$ cat src/rtl/gshare_update_queue_if.sv
// Branch-unit to update-queue handshake: one resolved conditional branch per transfer.
// Latency: none, wiring only.
// Backpressure: in_ready from the queue; a transfer happens when in_valid & in_ready.
`ifndef GSH_PHT_SEL
`define GSH_PHT_SEL 10
`endif
`ifndef SPECTAG_LEN
`define SPECTAG_LEN 5
`endif

interface gshare_update_queue_if;
  logic                    in_valid;
  logic                    in_cond;
  logic [`GSH_PHT_SEL-1:0] in_went;
  logic [`SPECTAG_LEN-1:0] in_spectag;
  logic                    in_ready;

  // branch execution unit side
  modport master (output in_valid, output in_cond, output in_went, output in_spectag,
                  input in_ready);
  // update queue side
  modport slave (input in_valid, input in_cond, input in_went, input in_spectag,
                 output in_ready);
endinterface

$ cat src/rtl/gshare_update_queue.sv
// Circular queue of resolved branch outcomes draining one per cycle into the gshare PHT write port.
// Latency: an entry accepted at edge t drives we during cycle t+1 when the queue is empty.
// Backpressure: in_ready drops only when all DEPTH slots are occupied; the PHT side never stalls.
`ifndef GSH_PHT_SEL
`define GSH_PHT_SEL 10
`endif
`ifndef SPECTAG_LEN
`define SPECTAG_LEN 5
`endif

module gshare_update_queue #(
  parameter int DEPTH   = 4,
  parameter int PTR_LEN = 2
) (
  input  logic                    clk,
  input  logic                    reset,
  gshare_update_queue_if.slave    bu,
  input  logic                    prmiss,
  input  logic [`SPECTAG_LEN-1:0] kill_mask,
  output logic                    we,
  output logic                    wcond,
  output logic [`GSH_PHT_SEL-1:0] went,
  output logic [PTR_LEN:0]        count
);

  localparam logic [PTR_LEN:0]   FULL_CNT = DEPTH[PTR_LEN:0];
  localparam logic [PTR_LEN-1:0] PTR_ONE  = PTR_LEN'(1);

  logic                    ent_valid [DEPTH];
  logic                    ent_cond  [DEPTH];
  logic [`GSH_PHT_SEL-1:0] ent_went  [DEPTH];
  logic [`SPECTAG_LEN-1:0] ent_tag   [DEPTH];

  logic [PTR_LEN-1:0] head;
  logic [PTR_LEN-1:0] tail;

  logic push;
  logic pop;
  logic push_killed;

  // All handshake and write-port outputs come from registers only; the head
  // is consumed unconditionally whenever anything (even a killed hole) is held.
  assign bu.in_ready  = (count != FULL_CNT);
  assign push         = bu.in_valid & bu.in_ready;
  assign pop          = (count != '0);
  assign push_killed  = prmiss & (|(bu.in_spectag & kill_mask));

  assign we    = pop & ent_valid[head];
  assign wcond = pop ? ent_cond[head] : 1'b0;
  assign went  = pop ? ent_went[head] : '0;

  // Pointers, occupancy and per-entry valid bits; kill clears matching entries,
  // and a push into the tail slot (never a live entry) takes precedence.
  always_ff @(posedge clk) begin
    if (reset) begin
      head  <= '0;
      tail  <= '0;
      count <= '0;
      for (int i = 0; i < DEPTH; i++) begin
        ent_valid[i] <= 1'b0;
      end
    end else begin
      if (prmiss) begin
        for (int i = 0; i < DEPTH; i++) begin
          if (|(ent_tag[i] & kill_mask)) begin
            ent_valid[i] <= 1'b0;
          end
        end
      end
      if (push) begin
        ent_valid[tail] <= ~push_killed;
        tail            <= tail + PTR_ONE;
      end
      if (pop) begin
        head <= head + PTR_ONE;
      end
      case ({push, pop})
        2'b10:   count <= count + 1'b1;
        2'b01:   count <= count - 1'b1;
        default: count <= count;
      endcase
    end
  end

  // Entry payload; only meaningful while the slot is occupied, so no reset.
  always_ff @(posedge clk) begin
    if (push) begin
      ent_cond[tail] <= bu.in_cond;
      ent_went[tail] <= bu.in_went;
      ent_tag[tail]  <= bu.in_spectag;
    end
  end

endmodule

$ cat src/flat_wrapper.sv
// flat-port wrapper written by rule: the top's interface ports become plain ports
module gshare_update_queue_flat 
#(
  parameter int DEPTH   = 4,
  parameter int PTR_LEN = 2
)
  (clk, reset, prmiss, kill_mask, we, wcond, went, count, bu_in_valid, bu_in_cond, bu_in_went, bu_in_spectag, bu_in_ready);
  gshare_update_queue_if bu_i ();
  input  logic clk;
  input  logic reset;
  input  logic prmiss;
  input  logic [`SPECTAG_LEN-1:0] kill_mask;
  output logic we;
  output logic wcond;
  output logic [`GSH_PHT_SEL-1:0] went;
  output logic [PTR_LEN:0] count;
  input wire logic [$bits(bu_i.in_valid)-1:0] bu_in_valid;
  input wire logic [$bits(bu_i.in_cond)-1:0] bu_in_cond;
  input wire logic [$bits(bu_i.in_went)-1:0] bu_in_went;
  input wire logic [$bits(bu_i.in_spectag)-1:0] bu_in_spectag;
  output wire logic [$bits(bu_i.in_ready)-1:0] bu_in_ready;
  assign bu_i.in_valid = bu_in_valid;
  assign bu_i.in_cond = bu_in_cond;
  assign bu_i.in_went = bu_in_went;
  assign bu_i.in_spectag = bu_in_spectag;
  assign bu_in_ready = bu_i.in_ready;
  gshare_update_queue #(.DEPTH(DEPTH), .PTR_LEN(PTR_LEN)) u_core (.clk(clk), .reset(reset), .bu(bu_i), .prmiss(prmiss), .kill_mask(kill_mask), .we(we), .wcond(wcond), .went(went), .count(count));
endmodule
$ cat config.mk
export PLATFORM = sky130hd
export DESIGN_NAME = gshare_update_queue_flat
export DESIGN_NICKNAME = d
export VERILOG_FILES = /design/src/rtl/gshare_update_queue_if.sv /design/src/rtl/gshare_update_queue.sv /design/src/flat_wrapper.sv
export SDC_FILE = /design/constraint.sdc
export NUM_CORES = 1
export LEC_CHECK = 0
export ABC_AREA = 1
export BUFFER_PORTS_ARGS = -buffer_cell sky130_fd_sc_hd__buf_4
export CORE_AREA = 2 2 88 132
export CTS_CLUSTER_DIAMETER = 30
export DETAILED_ROUTE_END_ITERATION = 12
export DIE_AREA = 0 0 90 134
export MAX_ROUTING_LAYER = met4
export PLACE_DENSITY = 0.58
export RECOVER_POWER = 25
export SYNTH_ARGS = -nofsm -noshare
export SYNTH_HDL_FRONTEND = slang
export SYNTH_SLANG_ARGS = --single-unit
$ cat constraint.sdc
create_clock -name clk -period 2.45 [get_ports clk]
set_input_delay 0.1225 -clock clk [delete_from_list [all_inputs] [get_ports clk]]
set_output_delay 0.1225 -clock clk [all_outputs]
set_load 0.005 [all_outputs]
==> reports/qor_table.md <==
| Quantity | Reported | Unit |
|---|---|---|
| Maximum level of the CTS H-tree | 3 | - |
| Number of port buffers | 40 | - |
| Slew at the pin closest to its max-slew limit | 546 | ps |
| Total detailed-routing wirelength | 6.60 | mm |
| Hold Path Depth | 4 | - |
| Clock Tree Root | sky130_fd_sc_hd__clkbuf_16 | - |
| First-pass GRT wire length | 10.8 | mm |
| TritonCTS clock tree | done | - |
| Weighted congestion at the end of routability-driven global placement | 0.793 | - |
| Layout cells sized above 1 | 0.167 | - |
| Worst relative slew slack | 0.635 | - |
| # rows | 47 | - |
| Cts repair resizes | 0 | - |
| Startpoint-to-endpoint class of the critical path | reg2out | - |
| Largest net degree at the start of global routing | 25 | - |
| Share of the yosys chip area belonging to registers | 0.695 | - |
| Number of warnings issued by yosys | 0 | - |
| Required time reported for the critical path endpoint | 2330 | ps |
| Number of hold violations in the final report | 0 | - |
| Via count normalized by instance count | 4.36 | - |
| Count of maximum capacitance violations | 0 | - |
| DRC violations left | 0 | - |
| Power Density | 1040 | nW/um2 |
| Final critical path time including I/O delays and setup | 1750 | ps |
| Skew final | 5.95 | ps |
| Die width | 90 | um |
| Aggregate global routing overflow | 0 | - |
| Maximum VDD drop | 0.000376 | V |
| FMAX | 573 | MHz |
| Standard cell core area | 10900 | um2 |
| Antenna diode count | 0 | - |
| Via count of the first global-routing pass | 2161 | - |
| Y dimension of the die | 134 | um |
| Post-DP HPWL | 4.61 | mm |
| Later-pin clock latency in the skew report | 330 | ps |
| Summed instance area of the synthesized netlist | 3200 | um2 |
| Overall power after layout | 0.00415 | W |
| CTS clock-pin slew for the worst setup and hold paths | 50 | ps |
| Unique masters post-synth | 23 | - |
| Number of nets with antenna violations after detailed routing | 0 | - |
| P_leak | 1.50 | nW |
| Hold crit path type | in2reg | - |
| Longest Clk Path Bufs | 2 | - |
| Setup Total Neg Slack | 0 | ps |
| Clock sinks | 77 | - |
| Buffers inserted by post-CTS timing repair | 0 | - |
| Kind of end point of the critical path | primary output | - |
| Router iterations before antenna repair | 4 | - |
| Post-synthesis register bit count | 77 | - |
| Final setup vio count | 0 | - |
| Wire length per cell after detailed routing | 13.5 | um |
| Crit path arrival time | 1620 | ps |
| Cells after Synth | 279 | - |
| Overall via count from detail_route | 2134 | - |
| Overall global routing resource usage | 0.121 | - |
| Number of antenna violations at the first check in global routing | 0 | - |
| Result of the run | complete, no violations | - |
| Area of the die | 12100 | um2 |
| Starting density of the core | 0.292 | - |
| Mean instance size in the synthesized netlist | 11.5 | um2 |
| Final max-slew violation count | 0 | - |
| Critical-path maximum fanout | 21 | - |
| Hold-fix buffer count after cts | 9 | - |
| I/O pin cnt | 41 | - |
| Crit path launch type | register | - |
| Post-synth net total | 309 | - |
| Number of nets at the end of the flow | 367 | - |
| Number of buffers added by the clock tree synthesis step | 9 | - |
| Share of the cycle needed by the critical path after routing | 0.712 | - |
| Starting DRT DRC Count | 143 | - |
| Worst R2R Path Depth | 5 | - |
| Layout-stage area growth over the synthesis result | 25.1 | % |
| Unrepaired setup endpoints after global routing | false | - |
[per-stage QoR]
step / util / hold slack [ps] / setup WS (ps) / cell area (um2) / instances
floorplan: - / 221 / 711 / 3200 / 279
global placement: 0.335 / 335 / 766 / 3660 / 464
detailed placement: 0.335 / 335 / 682 / 3660 / 464
CTS: 0.369 / 1.28 / 623 / 4040 / 489
global route: 0.366 / 88.4 / 546 / 4000 / 489
finish: 0.366 / 81.4 / 705 / 4000 / 489
[flip-flops by register name (all words and copies together) (netlist names), named ones only]
register / cells
u_core.count: 3
u_core.ent_tag: 20
u_core.tail: 2
u_core.head: 2
u_core.ent_went: 40
u_core.ent_valid: 4
u_core.ent_cond: 4
[placed cells by master, fill, tap and decap left out, drive strengths merged, types with 2 or more instances in the layout]
master	n
clkbuf	25
nand2	43
buf	36
dlygate4sd3	9
ha	4
o21ai	33
dfxtp	9
clkinv	2
nor2	61
edfxtp	68
nand3	13
a21oi	18
inv	16
[critical path: stages, from the launching register on]
cell                      delay [ps]
sky130_fd_sc_hd__dfxtp_1         410
sky130_fd_sc_hd__buf_4           270
sky130_fd_sc_hd__nor2_1           70
sky130_fd_sc_hd__nor2_1           80
sky130_fd_sc_hd__o21ai_0          80
sky130_fd_sc_hd__a21oi_1         230
sky130_fd_sc_hd__buf_4           150
[power by group]
| group | switching (W) | leakage [nW] | internal, W | total [W] |
|---|---|---|---|---|
| sequential | 0.0000813 | 0.705 | 0.00161 | 0.00169 |
| combinational | 0.000723 | 0.660 | 0.000515 | 0.00124 |
| clock | 0.000453 | 0.138 | 0.000766 | 0.00122 |
| total | 0.00126 | 1.50 | 0.00289 | 0.00415 |
[Yosys cell counts]
cell type | n | area, um2
sky130_fd_sc_hd__nand2_4 | 3 | 33.8
sky130_fd_sc_hd__nand3_1 | 13 | 65.1
sky130_fd_sc_hd__o21a_1 | 1 | 7.51
sky130_fd_sc_hd__fa_1 | 1 | 20.0
sky130_fd_sc_hd__o21ai_0 | 33 | 165
sky130_fd_sc_hd__buf_2 | 2 | 10.0
sky130_fd_sc_hd__inv_2 | 3 | 11.3
sky130_fd_sc_hd__nand2_2 | 1 | 6.26
sky130_fd_sc_hd__clkbuf_2 | 2 | 10.0
sky130_fd_sc_hd__nand2_1 | 39 | 146
sky130_fd_sc_hd__a21boi_0 | 1 | 7.51
sky130_fd_sc_hd__ha_1 | 4 | 50.1
sky130_fd_sc_hd__inv_1 | 13 | 48.8
sky130_fd_sc_hd__clkinv_1 | 1 | 3.75
sky130_fd_sc_hd__dfxtp_1 | 9 | 180
sky130_fd_sc_hd__edfxtp_1 | 68 | 2040
sky130_fd_sc_hd__nor2_4 | 2 | 22.5
sky130_fd_sc_hd__o211ai_1 | 1 | 7.51
sky130_fd_sc_hd__buf_4 | 1 | 7.51
sky130_fd_sc_hd__a21oi_1 | 18 | 90.1
sky130_fd_sc_hd__buf_6 | 3 | 33.8
sky130_fd_sc_hd__nor2_1 | 59 | 221
sky130_fd_sc_hd__nand4_1 | 1 | 6.26
[cell families after synthesis]
logic type               synth area share
buffers and inverters              0.0391
flip-flops                          0.695
AND/OR/NAND/NOR                     0.157
AO/OA/AOI/OAI                      0.0869
adder cells (fa/ha/maj)            0.0219
[final timing paths]
| path | to | from | slack (ps) |
|---|---|---|---|
| worst max-delay path | we | register | 700 |
| worst min-delay path | u_core.count[0] | reset | 80 |
| worst max register to register | u_core.ent_went[2][6] | u_core.count[0] | 740 |
| worst min register to register | register | u_core.head[1] | 470 |
[layout make-up]
class | count | area [um2]
flip-flops and latches | 77 | 2220
fillers | 1114 | 6940
clock buffers | 15 | 278
well taps | 147 | 184
clock inverters | 1 | 3.75
inverters | 17 | 63.8
multi-input cells | 177 | 850
repair buffers | 55 | 398
[layer usage]
metal	GRT usage	part of all wire
met1	0.127	0.42
met4	0.0615	0.022
met2	0.212	0.52
met3	0.0281	0.032
met5	-	0
(Power assumes the default switching activity.)
